### config.mk
export PLATFORM = sky130hd
export DESIGN_NAME = dms_cp_ctrl
export DESIGN_NICKNAME = d
export VERILOG_FILES = /design/src/rtl/dms_cp_ctrl.sv
export SDC_FILE = /design/constraint.sdc
export NUM_CORES = 1
export LEC_CHECK = 0
export ABC_AREA = 1
export CAP_MARGIN = 20
export CORE_ASPECT_RATIO = 0.8
export CORE_MARGIN = 2
export CORE_UTILIZATION = 45
export DETAILED_ROUTE_END_ITERATION = 7
export DONT_BUFFER_PORTS = 1
export GPL_TIMING_DRIVEN = 0
export PLACE_DENSITY = 0.68
export SYNTH_ARGS = -nofsm -noshare
export SYNTH_HDL_FRONTEND = slang
export SYNTH_SLANG_ARGS = --single-unit
### constraint.sdc
create_clock -name clk -period 1.94 [get_ports clk]
set_input_delay 0.291 -clock clk [delete_from_list [all_inputs] [get_ports clk]]
set_output_delay 0.291 -clock clk [all_outputs]
set_load 0.02 [all_outputs]
### src/rtl/dms_cp_ctrl.sv
// Charge-pump sequencer for the CDR loop: arbitrates PFD requests into pump
// commands, caps runaway pulses and runs an activity-based acquire/track lock FSM.
//
// state   | meaning
// --------+-------------------------------------------------------------
// IDLE    | loop disabled, pump gated off, all counters cleared
// ACQUIRE | high-gain pump, counting consecutive quiet windows
// TRACK   | locked, low-gain pump, watching for excessive pump activity
module dms_cp_ctrl #(
   parameter int unsigned PULSE_MAX  = 15,
   parameter int unsigned LOCK_WIN   = 64,
   parameter int unsigned LOCK_THR   = 4,
   parameter int unsigned UNLOCK_THR = 16,
   parameter int unsigned LOCK_CNT   = 4
) (
   input  logic       clk,
   input  logic       rst_n,
   input  logic       en,
   input  logic       pfd_up,
   input  logic       pfd_dn,
   output logic       up,
   output logic       down,
   output logic       fast,
   output logic       locked,
   output logic [1:0] state
);

   localparam int unsigned RUN_W = $clog2(PULSE_MAX + 1);
   localparam int unsigned WIN_W = $clog2(LOCK_WIN);
   localparam int unsigned ACT_W = $clog2(LOCK_WIN + 1);
   localparam int unsigned Q_W   = $clog2(LOCK_CNT + 1);

   localparam logic [RUN_W-1:0] RUN_MAX    = RUN_W'(PULSE_MAX);
   localparam logic [WIN_W-1:0] WIN_LAST   = WIN_W'(LOCK_WIN - 1);
   localparam logic [ACT_W-1:0] ACT_MAX    = ACT_W'(LOCK_WIN);
   localparam logic [ACT_W-1:0] ACT_LOCK   = ACT_W'(LOCK_THR);
   localparam logic [ACT_W-1:0] ACT_UNLOCK = ACT_W'(UNLOCK_THR);
   localparam logic [Q_W-1:0]   Q_MAX      = Q_W'(LOCK_CNT);

   typedef enum logic [1:0] {
      ST_IDLE = 2'd0,
      ST_ACQ  = 2'd1,
      ST_TRK  = 2'd2
   } state_t;

   state_t           r_state;
   logic             r_up;
   logic             r_dn;
   logic             r_fast;
   logic             r_locked;
   logic             r_prev_up;
   logic             r_prev_dn;
   logic [RUN_W-1:0] r_run;
   logic [WIN_W-1:0] r_win;
   logic [ACT_W-1:0] r_act;
   logic [Q_W-1:0]   r_quiet;

   logic             w_req_up;
   logic             w_req_dn;
   logic             w_same;
   logic [RUN_W-1:0] w_run_base;
   logic             w_run_ok;
   logic             w_active;
   logic [ACT_W-1:0] w_act_now;
   logic             w_win_end;
   logic             w_loud;
   logic [Q_W-1:0]   w_quiet_next;

   assign w_req_up   = pfd_up & ~pfd_dn;
   assign w_req_dn   = pfd_dn & ~pfd_up;
   // A run continues only while the same single direction is requested back to back.
   assign w_same     = (w_req_up & r_prev_up) | (w_req_dn & r_prev_dn);
   assign w_run_base = w_same ? r_run : '0;
   assign w_run_ok   = (w_run_base < RUN_MAX);

   // Window activity includes the pump state of the current cycle.
   assign w_active   = r_up | r_dn;
   assign w_act_now  = (r_act == ACT_MAX) ? r_act : r_act + ACT_W'(w_active);
   assign w_win_end  = (r_win == WIN_LAST);
   assign w_loud     = (w_act_now > ACT_UNLOCK);

   always_comb begin
      w_quiet_next = '0;
      if (w_act_now <= ACT_LOCK) begin
         w_quiet_next = (r_quiet == Q_MAX) ? r_quiet : r_quiet + Q_W'(1);
      end
   end

   always_ff @(posedge clk) begin
      if (!rst_n || !en) begin
         r_state   <= ST_IDLE;
         r_up      <= 1'b0;
         r_dn      <= 1'b0;
         r_fast    <= 1'b0;
         r_locked  <= 1'b0;
         r_prev_up <= 1'b0;
         r_prev_dn <= 1'b0;
         r_run     <= '0;
         r_win     <= '0;
         r_act     <= '0;
         r_quiet   <= '0;
      end else if (r_state == ST_IDLE) begin
         r_state   <= ST_ACQ;
         r_up      <= 1'b0;
         r_dn      <= 1'b0;
         r_fast    <= 1'b1;
         r_locked  <= 1'b0;
         r_prev_up <= 1'b0;
         r_prev_dn <= 1'b0;
         r_run     <= '0;
         r_win     <= '0;
         r_act     <= '0;
         r_quiet   <= '0;
      end else begin
         r_prev_up <= w_req_up;
         r_prev_dn <= w_req_dn;
         if ((w_req_up || w_req_dn) && w_run_ok) begin
            r_up  <= w_req_up;
            r_dn  <= w_req_dn;
            r_run <= w_run_base + RUN_W'(1);
         end else begin
            r_up  <= 1'b0;
            r_dn  <= 1'b0;
            r_run <= (w_req_up || w_req_dn) ? w_run_base : '0;
         end

         if (w_win_end) begin
            r_win   <= '0;
            r_act   <= '0;
            r_quiet <= w_quiet_next;
            if (r_state == ST_ACQ && w_quiet_next == Q_MAX) begin
               r_state  <= ST_TRK;
               r_fast   <= 1'b0;
               r_locked <= 1'b1;
            end else if (r_state == ST_TRK && w_loud) begin
               r_state  <= ST_ACQ;
               r_fast   <= 1'b1;
               r_locked <= 1'b0;
               r_quiet  <= '0;
            end
         end else begin
            r_win <= r_win + WIN_W'(1);
            r_act <= w_act_now;
         end
      end
   end

   assign up     = r_up;
   assign down   = r_dn;
   assign fast   = r_fast;
   assign locked = r_locked;
   assign state  = r_state;

endmodule

---- After elaboration in Yosys (flattened, before gate mapping) ----
Index checks and enable logic that the tools add are counted.
operators by class
  add/subtract/negate cells ............... 4
  order comparisons ....................... 3
  equal/unequal tests ..................... 6
  mux-type cells .......................... 18
  bitwise operators ....................... 9
  reduce and logical (&&, ||, !) cells .... 16
operators by type and width
  kind                                                  number
  two-way mux 3 bit                                     4
  two-way mux 4 bit                                     3
  two-way mux 1 bit                                     8
  adder 7 x 1 -> 7 bit                                  1
  == test 7 bit (second input constant)                 1
  > comparator 7 x 5 -> 1 bit (second input constant)   1
  <= comparator 7 x 3 -> 1 bit (second input constant)  1
  two-way mux 7 bit                                     1
  adder 6 x 1 -> 6 bit (second input constant)          1
  == test 3 bit (second input constant)                 2
  == test 6 bit (second input constant)                 1
  OR reduction 3 bit                                    2
  adder 4 x 1 -> 4 bit (second input constant)          1
  bitwise AND 1 bit                                     4
  less-than comparator 4 bit (second input constant)    1
  two-way mux 2 bit                                     2
  AND reduction 2 bit                                   2
  nonzero test 2 bit                                    2
  adder 3 x 1 -> 3 bit (second input constant)          1
  logical AND 1 bit                                     3
  inverter 1 bit                                        3
  nonzero test 3 bit                                    1
  == test 2 x 1 -> 1 bit (second input constant)        1
  == test 2 bit (second input constant)                 1
  other kinds (5)                                       8
storage, ports and cells
  register bits ........................... 28

---- Depth between registers and ports, before layout ----
  word-level depth ........................ 10
  gate-level depth with buffers ........... 15
  mapped depth without buffers ............ 15

---- Least setup slack after synthesis ----
No wires, ideal clock.
  kind .................................... register -> register
  start point ............................. register r_dn (netlist: down)
  end point ............................... register r_state[0] (netlist: state[0])
  library setup time ...................... 0.114 ns
  arrival time ............................ 1.917 ns
  required time ........................... 1.826 ns
  slack ................................... -0.091 ns
  stages on the path, launching flop included .. 16
  period minus slack after synthesis ...... 2.031 ns
  cells stage by stage .................... dfxtp_1 > or2_2 > ha_1 > ha_1 > nand3_1 > nand2_1 > nand2_1 > inv_1 > nor2_1 > nand3_1 > nand2_2 > nand4_2 > nand2_1 > nand2_1 > nand2_1 > a21oi_2
between the ends
  cells in the longest elaborated chain, start to end .. 10
  elaborated cells on any way between the ends .. 14
RTL lines
  element                       RTL line  RTL
  start: declaration            48        logic r_dn;
  start signal: assignment      119       r_dn <= w_req_dn;
  bitwise OR 1 bit (*)          77        assign w_active = r_up | r_dn;
  adder 7 x 1 -> 7 bit (*)      78        assign w_act_now = (r_act == ACT_MAX) ? r_act : r_act + ACT_W'(w_active);
  two-way mux 7 bit (*)         78
  <= comparator 7 x 3 -> 1 bit  84        if (w_act_now <= ACT_LOCK) begin
  two-way mux 3 bit             84
  == test 3 bit                 131       if (r_state == ST_ACQ && w_quiet_next == Q_MAX) begin
  logical AND 1 bit             131
  two-way mux 2 bit             131
  two-way mux 1 bit             127       if (w_win_end) begin
  two-way mux 1 bit             102       end else if (r_state == ST_IDLE) begin
  end signal: assignment        103       r_state <= ST_ACQ;
  end signal: assignment        132       r_state <= ST_TRK;
  end signal: assignment        136       r_state <= ST_ACQ;
  end: declaration              46        state_t r_state;
Every way passes the cells marked *; elsewhere a longest branch is shown, timed or not. The select of a mux whose other input is x is not followed.
A chain may end at the register's enable or synchronous reset.

---- Final worst setup path ----
  start point ............................. register r_up (netlist: up)
  end point ............................... register r_state[0] (netlist: state[0])
between the ends
  cells in the longest elaborated chain, start to end .. 10
  elaborated cells on any way between the ends .. 14
RTL lines
  element                       RTL line  RTL
  start: declaration            47        logic r_up;
  start signal: assignment      118       r_up <= w_req_up;
  bitwise OR 1 bit (*)          77
  adder 7 x 1 -> 7 bit (*)      78
  two-way mux 7 bit (*)         78
  <= comparator 7 x 3 -> 1 bit  84
  two-way mux 3 bit             84
  == test 3 bit                 131
  logical AND 1 bit             131
  two-way mux 2 bit             131
  two-way mux 1 bit             127
  two-way mux 1 bit             102
Marked as above.

==> reports/qor.csv <==
stage,metric,value,unit
power,power per cell area,612,nW/µm²
timing,Fmax,501,MHz
timing,Final Hold Viols,0,
clock_tree,clk_lat worst skew,0.27,ns
drt,Post-Route WL,2.53,mm
clock_tree,htree depth,1,
synthesis,sequential area share after synthesis,0.387,
finish,fin nets,211,
power,Worst IR Drop VDD,0.419,mV
drt,DRT iter0 DRCs,40,
synthesis,Post-Syn Nets,197,
die,die height,52.9,µm
timing,Slew Limit Fails,0,
clock_tree,Worst-path clk slew,0.09,ns
worst_setup_path,crit path max fanout,3,
grt,global-route wire length before repair,4.14,mm
drt,Via density,4.70,
drt,Vias,1104,
worst_hold_path,Worst Hold Depth,2,
synthesis,Yosys cell types,27,
placement,DPL Wire Length,1.81,mm
timing,setup ws final,-0.0579,ns
worst_setup_path,largest stage delay on the critical path,0.38,ns
die,die area,3450,µm²
synthesis,gate count of the mapped netlist,184,
worst_setup_path,Worst Path Arrival,2.17,ns
drt,met3 wire length,90,µm
drt,WL per Instance,10.8,µm
timing,RSZ-0062 raised after global routing,true,
clock_tree,hold_buf cts,0,
die,Starting Density,0.479,
timing,relative slew slack,0.666,
clock_tree,# clock sinks,26,
grt,vias in the first global route,1039,
drt,max layer used,met4,
timing,Tcrit/Tclk final,1.03,
clock_tree,TritonCTS Buffers,3,
clock_tree,Root Buffer,clkbuf_8,
drt,drt pass-1 iters,4,
outcome,status,finished with violations,
die,Die W,65.1,µm
worst_setup_path,Worst setup EP type,flip-flop,
worst_setup_path,crit path cell chain,or2_4 > ha_4 > ha_4 > xor2_2 > nand2_2 > buf_6 > nand3_1 > nand2_2 > nand4_4 > nand2_2 > nand2_1 > nand2_1 > a21oi_2,
drt,# DRC,0,
worst_setup_path,CP required,2.12,ns
placement,gp weighted congestion,0.780,
timing,minimum clock period after layout,2.00,ns
synthesis,Syn. warnings,0,
synthesis,synthesized area per cell,7.31,µm²
grt,initial antenna violation count,0,
run,# Max-Cap Violations,0,
drt,post-route ant nets,0,
clock_tree,clock buffer depth,2,
worst_setup_path,FF-to-FF path depth,13,
synthesis,Synth Register Bits,26,
placement,IO Port Bufs,0,
worst_setup_path,crit path launch type,flip-flop,
worst_hold_path,Hold WC Path Type,primary input to flip-flop,
timing,Worst Skew,0.00882,ns
placement,pre-CTS WS,-0.187,ns
die,area of the core,2810,µm²
grt,gr usage total,0.160,
grt,grt ovf,0,
grt,largest net degree at the start of global routing,16,
power,Static Leak,0.000666,µW
finish,ANT cells,0,
finish,area delta synth->final,21.6,%
synthesis,Mapped Area,1350,µm²
drt,met2 routed WL,1.29,mm
die,IO Count,11,
clock_tree,TritonCTS clock tree,done,
outcome,failing checks,negative setup slack,
worst_setup_path,CP max-delay cell,dfxtp_4,
timing,Slew @ Worst Pin,0.500,ns
worst_setup_path,critical path class,flip-flop to flip-flop,
timing,sum of negative setup slack,-0.120,ns
finish,share of post-route cells with drive strength above 1,0.218,
timing,final setup fails,4,
die,Rows,17,
worst_setup_path,"most used cell, CP",nand2_2,
drt,met1 WL,1.14,mm
stage by stage:
stage	hold WS [ns]	cell area (µm²)	instances	utilization	power [µW]
floorplan	0.418	1350	184	-	570
global placement	0.430	1400	222	0.499	573
detailed placement	0.443	1400	222	0.499	574
CTS	0.159	1590	235	0.568	1010
global route	0.162	1640	235	0.582	1040
finish	0.165	1640	235	0.582	1000
worst paths after layout:
check	slack, ns	endpoint	from
max	-0.06	state[0]	up
min	0.17	state[0]	en
max reg2reg	-0.06	state[0]	up
min reg2reg	0.46	r_win[0]	r_win[0]
critical path: cells and delay by family (launching register included):
kind,cells,cell delay (ns)
adder cells (fa/ha/maj),2,0.35
flip-flops,1,0.38
AO/OA/AOI/OAI,1,0.05
AND/OR/NAND/NOR,8,0.89
XOR/XNOR,1,0.14
buffers and inverters,1,0.10
report_power, final:
part | switching (µW) | internal (µW) | total [µW]
sequential | 4.29 | 533 | 538
combinational | 14.5 | 7.62 | 22.1
clock | 166 | 276 | 442
total | 185 | 817 | 1000
synth_stat cells:
cell / instances / area (µm²)
dfxtp_1: 26 / 521
o22ai_1: 1 / 6.26
nor2_4: 1 / 11.3
xor2_1: 6 / 52.6
buf_2: 1 / 5.00
xor2_2: 1 / 16.3
a21oi_2: 1 / 8.76
ha_1: 8 / 100
nor3b_1: 1 / 7.51
inv_1: 37 / 139
a21oi_1: 5 / 25.0
o21ai_2: 1 / 8.76
o21ai_0: 8 / 40.0
nand2_2: 4 / 25.0
nor2_2: 1 / 6.26
a211oi_1: 1 / 7.51
buf_4: 2 / 15.0
a31oi_1: 1 / 6.26
nand4_2: 2 / 25.0
or2_2: 1 / 6.26
nor3_1: 4 / 20.0
xnor2_1: 1 / 8.76
nand3_2: 1 / 10.0
nand2_1: 27 / 101
nand3_1: 11 / 55.1
nor2_1: 30 / 113
o21ai_1: 1 / 5.00
registers in the layout (all words and copies together), names as in the netlist:
register and cells:
r_act 7, r_win 6, r_run 4, r_quiet 3
state 2, down 1, r_prev_dn 1, r_prev_up 1
up 1
metal layers:
layer	vias to the layer above	GRT usage
li1	588	-
met1	501	0.183
met2	13	0.296
met3	2	0.0511
met4	0	0.0313
met5	-	0
cell type report:
type                    instances  area (µm²)
plain buffers                   3        20.0
clock buffers                   3        41.3
clock inverters                 1        30.0
fillers                       242        1170
inverters                      37         139
multi-input cells             118         758
flip-flops and latches         26         528
well taps                      38        47.5
repair buffers                  9        71.3
repair_timing:
item | in CTS | in global routing
setup buffers | 9 | 1
gates resized for setup | 12 | 10
setup endpoints to repair | 17 | 17
pin swaps | 13 | 6
placed cells by master, fill, tap and decap left out:
cell       count
a31oi_2        1
a211oi_1       1
nor3_4         1
buf_6          1
xnor2_1        1
xor2_1         5
dfxtp_1       24
nor3_1         3
nor2_4         1
ha_1           6
bufinv_16      1
o21ai_0        5
nand4_4        2
xor2_2         2
o21ai_2        2
nand3_1       10
nand3_2        2
nor3b_1        1
nor2_2         2
a21oi_1        4
nor2_1        29
inv_1         37
nand2_2        7
dfxtp_4        2
ha_4           2
nand2_1       24
buf_2          1
a21oi_2        2
clkbuf_8       3
o22ai_1        1
or2_4          1
o21ai_1        3
buf_4         10
cells by family (layout without fill, tap and decap cells):
| logic type | Yosys count | count (layout) | synth area share |
|---|---|---|---|
| buf+inv | 40 | 53 | 0.118 |
| compound gates | 19 | 19 | 0.0800 |
| flops | 26 | 26 | 0.387 |
| xor+xnor | 8 | 8 | 0.0577 |
| simple gates | 83 | 83 | 0.283 |
| fa+ha+maj | 8 | 8 | 0.0744 |
Power figures use the tool's default switching activity.
